===== src/rtl/deque_host_driver_if.sv =====
// Host-side command/response channel for the dual-deque host driver.
// master = host front end, slave = driver.
interface deque_host_driver_if;
    localparam int unsigned DATA_W = 8;
    localparam int unsigned OP_W   = 2;

    logic              cmd_valid;
    logic              cmd_ready;
    logic [OP_W-1:0]   cmd_op;
    logic              cmd_deque;
    logic              cmd_end;
    logic [DATA_W-1:0] cmd_data;

    logic              rsp_valid;
    logic              rsp_ready;
    logic [DATA_W-1:0] rsp_data;
    logic              rsp_err;

    modport master (
        output cmd_valid, cmd_op, cmd_deque, cmd_end, cmd_data, rsp_ready,
        input  cmd_ready, rsp_valid, rsp_data, rsp_err
    );

    modport slave (
        input  cmd_valid, cmd_op, cmd_deque, cmd_end, cmd_data, rsp_ready,
        output cmd_ready, rsp_valid, rsp_data, rsp_err
    );
endinterface


===== src/rtl/deque_host_driver.sv =====
// Host driver for the dual deque: one command in flight, checks full/empty
// flags before strobing push/pop and returns exactly one response per command.
module deque_host_driver #(
    parameter int unsigned POP_LATENCY = 1
) (
    input  logic                clk,
    input  logic                rst_n,
    deque_host_driver_if.slave  host,
    output logic                deque_select,
    output logic                end_select,
    output logic                push,
    output logic                pop,
    output logic [7:0]          data_in,
    input  logic                d0_empty,
    input  logic                d0_full,
    input  logic                d1_empty,
    input  logic                d1_full,
    input  logic [7:0]          data_out
);
    localparam int unsigned DATA_W = 8;
    localparam int unsigned CNT_W  = 2;

    typedef enum logic [1:0] {
        OP_RSVD = 2'b00,
        OP_PUSH = 2'b01,
        OP_POP  = 2'b10,
        OP_STAT = 2'b11
    } op_e;

    typedef enum logic [1:0] {
        S_IDLE  = 2'd0,
        S_ISSUE = 2'd1,
        S_WAIT  = 2'd2,
        S_RESP  = 2'd3
    } state_e;

    state_e              state_q, state_d;
    op_e                 op_q;
    logic                sel_q;
    logic                end_q;
    logic [DATA_W-1:0]   data_in_q;
    logic [DATA_W-1:0]   rsp_data_q;
    logic                rsp_err_q;
    logic [CNT_W-1:0]    cnt_q;

    logic                cmd_accept;
    logic                rsp_load;
    logic [DATA_W-1:0]   rsp_data_d;
    logic                rsp_err_d;
    logic                sel_full;
    logic                sel_empty;
    logic                wait_done;

    assign sel_full  = sel_q ? d1_full  : d0_full;
    assign sel_empty = sel_q ? d1_empty : d0_empty;
    assign wait_done = (cnt_q == CNT_W'(POP_LATENCY));

    // State register
    always_ff @(posedge clk or negedge rst_n) begin
        if (!rst_n) begin
            state_q <= S_IDLE;
        end else begin
            state_q <= state_d;
        end
    end

    // Next-state logic
    always_comb begin
        state_d = state_q;
        case (state_q)
            S_IDLE: begin
                if (host.cmd_valid) begin
                    state_d = S_ISSUE;
                end
            end
            S_ISSUE: begin
                if (op_q == OP_POP && !sel_empty && POP_LATENCY != 0) begin
                    state_d = S_WAIT;
                end else begin
                    state_d = S_RESP;
                end
            end
            S_WAIT: begin
                if (wait_done) begin
                    state_d = S_RESP;
                end
            end
            S_RESP: begin
                if (host.rsp_ready) begin
                    state_d = S_IDLE;
                end
            end
            default: state_d = S_IDLE;
        endcase
    end

    // Output decode; strobes depend on the live flags of the selected deque
    always_comb begin
        host.cmd_ready = 1'b0;
        host.rsp_valid = 1'b0;
        push           = 1'b0;
        pop            = 1'b0;
        cmd_accept     = 1'b0;
        rsp_load       = 1'b0;
        rsp_data_d     = '0;
        rsp_err_d      = 1'b0;
        case (state_q)
            S_IDLE: begin
                host.cmd_ready = 1'b1;
                cmd_accept     = host.cmd_valid;
            end
            S_ISSUE: begin
                rsp_load = 1'b1;
                case (op_q)
                    OP_PUSH: begin
                        if (sel_full) begin
                            rsp_err_d = 1'b1;
                        end else begin
                            push = 1'b1;
                        end
                    end
                    OP_POP: begin
                        if (sel_empty) begin
                            rsp_err_d = 1'b1;
                        end else begin
                            pop = 1'b1;
                            if (POP_LATENCY == 0) begin
                                rsp_data_d = data_out;
                            end
                        end
                    end
                    OP_STAT: begin
                        rsp_data_d = {4'b0000, d1_full, d1_empty, d0_full, d0_empty};
                    end
                    default: begin
                        rsp_err_d = 1'b1;
                    end
                endcase
            end
            S_WAIT: begin
                if (wait_done) begin
                    rsp_load   = 1'b1;
                    rsp_data_d = data_out;
                end
            end
            S_RESP: begin
                host.rsp_valid = 1'b1;
            end
            default: ;
        endcase
    end

    // Command capture, deque-side holding registers, response and latency counter
    always_ff @(posedge clk or negedge rst_n) begin
        if (!rst_n) begin
            op_q       <= OP_RSVD;
            sel_q      <= 1'b0;
            end_q      <= 1'b0;
            data_in_q  <= '0;
            rsp_data_q <= '0;
            rsp_err_q  <= 1'b0;
            cnt_q      <= '0;
        end else begin
            if (cmd_accept) begin
                op_q      <= op_e'(host.cmd_op);
                sel_q     <= host.cmd_deque;
                end_q     <= host.cmd_end;
                data_in_q <= (op_e'(host.cmd_op) == OP_PUSH) ? host.cmd_data : '0;
            end
            if (rsp_load) begin
                rsp_data_q <= rsp_data_d;
                rsp_err_q  <= rsp_err_d;
            end
            if (state_q == S_ISSUE) begin
                cnt_q <= CNT_W'(1);
            end else if (state_q == S_WAIT) begin
                cnt_q <= cnt_q + CNT_W'(1);
            end else begin
                cnt_q <= '0;
            end
        end
    end

    assign deque_select  = sel_q;
    assign end_select    = end_q;
    assign data_in       = data_in_q;
    assign host.rsp_data = rsp_data_q;
    assign host.rsp_err  = rsp_err_q;

endmodule

===== src/flat_wrapper.sv =====
// flat-port wrapper written by rule: the top's interface ports become plain ports
module deque_host_driver_flat 
#(
    parameter int unsigned POP_LATENCY = 1
)
  (clk, rst_n, deque_select, end_select, push, pop, data_in, d0_empty, d0_full, d1_empty, d1_full, data_out, host_cmd_valid, host_cmd_op, host_cmd_deque, host_cmd_end, host_cmd_data, host_rsp_ready, host_cmd_ready, host_rsp_valid, host_rsp_data, host_rsp_err);
  deque_host_driver_if host_i ();
  input  logic clk;
  input  logic rst_n;
  output logic deque_select;
  output logic end_select;
  output logic push;
  output logic pop;
  output logic [7:0] data_in;
  input  logic d0_empty;
  input  logic d0_full;
  input  logic d1_empty;
  input  logic d1_full;
  input  logic [7:0] data_out;
  input wire logic [$bits(host_i.cmd_valid)-1:0] host_cmd_valid;
  input wire logic [$bits(host_i.cmd_op)-1:0] host_cmd_op;
  input wire logic [$bits(host_i.cmd_deque)-1:0] host_cmd_deque;
  input wire logic [$bits(host_i.cmd_end)-1:0] host_cmd_end;
  input wire logic [$bits(host_i.cmd_data)-1:0] host_cmd_data;
  input wire logic [$bits(host_i.rsp_ready)-1:0] host_rsp_ready;
  output wire logic [$bits(host_i.cmd_ready)-1:0] host_cmd_ready;
  output wire logic [$bits(host_i.rsp_valid)-1:0] host_rsp_valid;
  output wire logic [$bits(host_i.rsp_data)-1:0] host_rsp_data;
  output wire logic [$bits(host_i.rsp_err)-1:0] host_rsp_err;
  assign host_i.cmd_valid = host_cmd_valid;
  assign host_i.cmd_op = host_cmd_op;
  assign host_i.cmd_deque = host_cmd_deque;
  assign host_i.cmd_end = host_cmd_end;
  assign host_i.cmd_data = host_cmd_data;
  assign host_i.rsp_ready = host_rsp_ready;
  assign host_cmd_ready = host_i.cmd_ready;
  assign host_rsp_valid = host_i.rsp_valid;
  assign host_rsp_data = host_i.rsp_data;
  assign host_rsp_err = host_i.rsp_err;
  deque_host_driver #(.POP_LATENCY(POP_LATENCY)) u_core (.clk(clk), .rst_n(rst_n), .host(host_i), .deque_select(deque_select), .end_select(end_select), .push(push), .pop(pop), .data_in(data_in), .d0_empty(d0_empty), .d0_full(d0_full), .d1_empty(d1_empty), .d1_full(d1_full), .data_out(data_out));
endmodule

===== config.mk =====
export PLATFORM = sky130hd
export DESIGN_NAME = deque_host_driver_flat
export DESIGN_NICKNAME = d
export VERILOG_FILES = /design/src/rtl/deque_host_driver_if.sv /design/src/rtl/deque_host_driver.sv /design/src/flat_wrapper.sv
export SDC_FILE = /design/constraint.sdc
export NUM_CORES = 1
export LEC_CHECK = 0
export ABC_CLOCK_PERIOD_IN_PS = 1900
export CAP_MARGIN = 20
export CORE_ASPECT_RATIO = 0.9
export CORE_MARGIN = 3
export CORE_UTILIZATION = 41
export DETAILED_ROUTE_END_ITERATION = 8
export GPL_TIMING_DRIVEN = 0
export PLACE_DENSITY = 0.78
export SYNTH_ARGS = -nofsm -noshare
export SYNTH_HDL_FRONTEND = slang
export SYNTH_SLANG_ARGS = --single-unit

===== constraint.sdc =====
create_clock -name clk -period 1.9 [get_ports clk]
set_input_delay 0.38 -clock clk [delete_from_list [all_inputs] [get_ports clk]]
set_output_delay 0.38 -clock clk [all_outputs]
set_load 0.01 [all_outputs]

; Word-level counts from Yosys, hierarchy flattened
; Index checks and enable logic that the tools add are counted.
[totals]
in_bits = 28
wordCells = 52
register_bits = 25
output_inout_bits = 23
[op_classes]
reduce_logical = 4
eq_ne = 11
mux = 28
addsub = 1
[op_table]
columns = operator, n
row1 = 1-bit 2-to-1 mux, 16
row2 = 8-bit 2-to-1 mux, 2
row3 = 8-bit one-hot mux with 2 select lines, 1
row4 = 2-bit 2-to-1 mux, 5
row5 = 2-bit by 1-bit == test with 1-bit output (second input constant), 4
row6 = 2-bit == test (second input constant), 4
row7 = 2-bit one-hot mux with 4 select lines, 1
row8 = 4-bit 2-to-1 mux, 1
row9 = 2-bit inequality test (second input constant), 2
row10 = 1-bit one-hot mux with 3 select lines, 1
row11 = 3-bit AND reduction, 1
row12 = 2-bit by 1-bit adder with 2-bit output (second input constant), 1
row13 = 2-bit zero test, 1
row14 = 2-bit by 1-bit inequality test with 1-bit output (second input constant), 1
row15 = 1-bit one-hot mux with 2 select lines, 1
row16 = 1-bit logical AND, 1
row17 = 1-bit zero test, 1

; Depth between registers and ports, before layout
[logic_depth]
word_depth = 5
mapped_depth = 6
depth_no_buf = 5

; Worst setup path after synthesis
; Ideal clock, no wire load.
[synth_timing]
path_kind = register to register
startpoint = register u_core.state_q[0]
endpoint = register u_core.rsp_data_q[0] (netlist: u_core.host.rsp_data[0])
path_buffers = 1
setup_slack_ns = 0.244
required_time_ns = 1.775
t_arrival_ns = 1.531
path_stages_with_launch = 7
period_less_slack_ns = 1.656
path_cell_list = dfrtp_1 > inv_1 > ha_1 > and2_1 > buf_2 > o21ai_4 > mux2_2
[synth_between]
elab_chain_cells = 2
elab_cells_between_ends = 4
cone_classes = 2 x eq/ne / 2 x mux
[synth_lines]
columns = item, line
row1 = from (decl), deque_host_driver.sv:37  ; state_e state_q, state_d;
row2 = from (signal assigned), deque_host_driver.sv:63  ; state_q <= state_d;
row3 = 2-bit == test or 2-bit by 1-bit == test with 1-bit output (tied branches), deque_host_driver.sv:107  ; case (state_q)
row4 = 8-bit one-hot mux with 2 select lines or 1-bit one-hot mux with 2 select lines (tied branches), deque_host_driver.sv:107
row5 = to (signal assigned), deque_host_driver.sv:171  ; rsp_data_q <= rsp_data_d;
row6 = to (decl), deque_host_driver.sv:42  ; logic [DATA_W-1:0] rsp_data_q;
; Parallel ways exist; a longest one is shown, timed or not.
; A chain may end at the register's enable or synchronous reset.

; Worst setup path after layout
[layout_timing]
startpoint = input port d0_full
endpoint = output port push
[layout_between]
elab_chain_cells = 4
[layout_lines]
columns = item, line
row1 = from (decl), flat_wrapper.sv:16  ; input logic d0_full;
row2 = 1-bit 2-to-1 mux, deque_host_driver.sv:54  ; assign sel_full = sel_q ? d1_full : d0_full;
row3 = 1-bit 2-to-1 mux, deque_host_driver.sv:116  ; if (sel_full) begin
row4 = 1-bit 2-to-1 mux, deque_host_driver.sv:114  ; case (op_q)
row5 = 1-bit 2-to-1 mux, deque_host_driver.sv:107
row6 = to (decl), flat_wrapper.sv:12  ; output logic push;
; Every way passes these cells.

==> metrics.md <==
| Metric | Value |
|---|---|
| Status | `finished with violations` |
| Failing checks | `setup timing` |
| H-tree levels | `1` |
| Max-Cap Viols | `0` |
| First-pass DRT Iterations | `3` |
| CTS buffer count | `3` |
| Slowest cell on the critical path | `clkdlybuf4s50_1` |
| GRT overflow | `0` |
| CP arrival | `1620 ps` |
| Ant. Diodes | `0` |
| Clock latency on the worst-skew pair | `between 300 and 400 ps` |
| Fin cells | `189` |
| Mapped Nets | `124` |
| Wire per inst | `between 10 and 15 microns` |
| First-pass GRT wire length | `4.78 mm` |
| CTS sink count | `25` |
| Initial core utilization | `45.4%` |
| Pint | `~1600 uW` |
| Final Net Count | `186` |
| Placer Congestion | `approximately 0.75` |
| Total I/O pin count | `51` |
| R2R setup slack | `80 ps` |
| Final Cycle Share | `105%` |
| Fin Setup TNS | `-103 ps` |
| FMAX | `499 MHz` |
| Switch Pwr | `907 uW` |
| Syn. warnings | `0` |
| DRC | `0` |
| Dpl cells | `between 150 and 200` |
| Die area | `3520 sq um` |
| Commonest non-fill, non-tap cells in the layout | `46 x clkdlybuf4s50_1, 24 x dfrtp_1, 16 x a22o_1` |
| CTS tree | `yes` |
| Count of pins over their slew limit | `0` |
| RSZ-0062 raised after global routing | `true` |
| Max IR drop VDD | `0.887 mV` |
| Synth Instances | `90` |
| Total power | `2550 uW` |
| Die Width | `62.2 microns` |
| Max FO, Critical Path | `2` |
| Vias | `944` |
| Die Ht | `56.6 microns` |
| Worst EP required | `1520 ps` |
| Sw Ratio | `35.6%` |
| Area grow syn2layout | `58.3%` |
| CP max stage delay | `approximately 420 ps` |
| Clock Tree Buf Depth | `2` |
| Relative slew slack | `67.1%` |
| Final worst setup slack | `-103 ps` |
| Startpoint types | `input pin` |
| Worst hold path class | `in2async` |
| Fraction of layout cells with a size suffix above 1 | `23.2%` |
| CTS clk-pin slew, worst paths | `about 150 ps` |
| Largest net degree at the start of global routing | `26` |
| Clock Root Buffer | `clkbuf_4` |
| Min Tclk post-route | `2000 ps` |
| Synthesized cell area | `1170 sq um` |
| Vias in the first global route | `around 1k` |
| Leak | `approximately 0.00085 uW` |
| Initial antenna violation count | `0` |
| Remaining antenna violation count after routing | `0` |
| Sequential fraction of the synthesis area | `between 50% and 60%` |
| Final design utilization | `71.8%` |
| Hold Vio Cnt, Final | `0` |
| Commonest non-fill, non-tap cell in the layout | `clkdlybuf4s50_1` |
| Vias per cell | `around 5.0` |
| Total core area | `2570 sq um` |
| Clk network pwr share | `9.7%` |
| Crit path capture type | `output pin` |
| Sequential power share | `33.9%` |
| Post-Route Skew | `11.0 ps` |
| Post-synth cell types | `24` |
| Power Dens Cells | `~1400 nW/um^2` |
| Drt total wl | `2.82 mm` |
| Pre-CTS WS | `-526 ps` |
| Setup CP Type | `in2out` |
| HPWL Detailed | `roughly 2.1 mm` |
| Gr usage total | `17.0%` |
| Setup violators final | `1` |
| Hold_buf cts | `0` |
| Initial drt markers | `22` |
| Worst-path cell chain | `clkdlybuf4s50_1 > mux2_4 > or3_4 > nor2_2 > buf_2` |
| #FFs+latches synth | `25` |
| Port Buffers | `50` |
| Fillers | `184` |
| Combinational share of power | `56.4%` |
| Slew at the pin closest to its max-slew limit | `491 ps` |
| Avg Cell Area, Syn | `~13 sq um` |
| # rows | `17` |
-- repair_timing --
item                                    CTS  global route
setup buffers                             2             4
endpoints found under the hold margin     0             0
cloned                                    0             0
pin swaps                                 0             2
resized for setup                        11             8
endpoints found under the setup margin    3             8
-- final timing paths --
path,endpoint,cells after the start,from
max,push,5,d0_full
min,u_core.host.rsp_data[3]$_DFFE_PN0P_,1,rst_n
max reg2reg,u_core.host.rsp_data[1]$_DFFE_PN0P_,6,u_core.state_q[1]$_DFFE_PN0P_
min reg2reg,u_core.cnt_q[0]$_DFF_PN0_,1,u_core.cnt_q[0]$_DFF_PN0_
max in group asynchronous,u_core.state_q[0]$_DFFE_PN0P_,2,rst_n
min in group clk,u_core.cnt_q[0]$_DFF_PN0_,1,u_core.cnt_q[0]$_DFF_PN0_
-- cell usage after synthesis --
cell type	count	share of area, %
nor3_1	3	1.3
or3_1	1	0.54
o21ai_0	2	0.86
mux2_4	1	1.3
nor3b_2	1	1.1
nor2_1	2	0.64
nand2b_1	1	0.54
mux2_2	10	9.6
nor4_1	1	0.54
and2_1	1	0.54
a21bo_2	1	0.86
a22oi_1	1	0.64
ha_1	6	6.4
and3_1	2	1.1
a32o_1	1	0.86
o21ai_4	1	1.4
dfrtp_1	25	54
a22o_1	16	12
or4_1	1	0.64
nor2b_1	3	1.6
buf_2	2	0.86
nand2_1	1	0.32
o211a_1	1	0.86
inv_1	6	1.9
-- registers in the layout, indices dropped and copies added, names as in the netlist --
signal / count
u_core.cnt_q: 2
u_core.data_in: 8
u_core.deque_select: 1
u_core.end_select: 1
u_core.host.rsp_data: 8
u_core.host.rsp_err: 1
u_core.op_q: 2
u_core.state_q: 2
-- through the flow --
step / cell area, sq um / hold slack (ps)
finish: 1850 / 335
global route: 1850 / 339
CTS: 1760 / 485
detailed placement: 1720 / 464
global placement: 1720 / 448
floorplan: 1170 / 84.4
-- final cells by class --
cell class                      count  area (sq um)  area share, %
Sequential cell                    25           627           33.9
Timing Repair Buffer               57           564           30.5
Multi-Input combinational cell     57           547           29.6
Tap cell                           38          47.5           2.57
Clock buffer                        3          22.5           1.22
Inverter                            6          22.5           1.22
Buffer                              2          10.0          0.542
Clock inverter                      1          7.51          0.406
-- metal layers --
metal  GRT usage (%)  routed length, microns  vias to the layer above
met5               0                       0                        -
met4            6.62                      38                        0
met3            5.20                     207                        4
met2            28.8                    1390                       32
met1            20.1                    1170                      454
li1                -                       -                      454
-- cell families after synthesis --
group / share of synthesized area (%)
simple gates: 8.79
mux: 10.9
compound gates: 17.5
fa+ha+maj: 6.43
buf+inv: 2.79
flops: 53.6
-- power groups by stage --
| stage | logic, uW | clock network, uW | registers, uW |
|---|---|---|---|
| 2_1_floorplan | 670 | 0 | 925 |
| 3_3_place_gp | 1230 | 0 | 871 |
| 3_5_place_dp | 1270 | 0 | 883 |
| 4_1_cts | 1320 | 252 | 867 |
| 5_1_grt | 1570 | 280 | 892 |
| 6_report | 1440 | 248 | 864 |
-- critical path, delay by kind of cell --
kind	cells	cell delay (ps)
buffers and inverters	2	550
muxes	1	280
and+or+nand+nor	2	410
No activity file was read; power rests on OpenSTA's default activity.
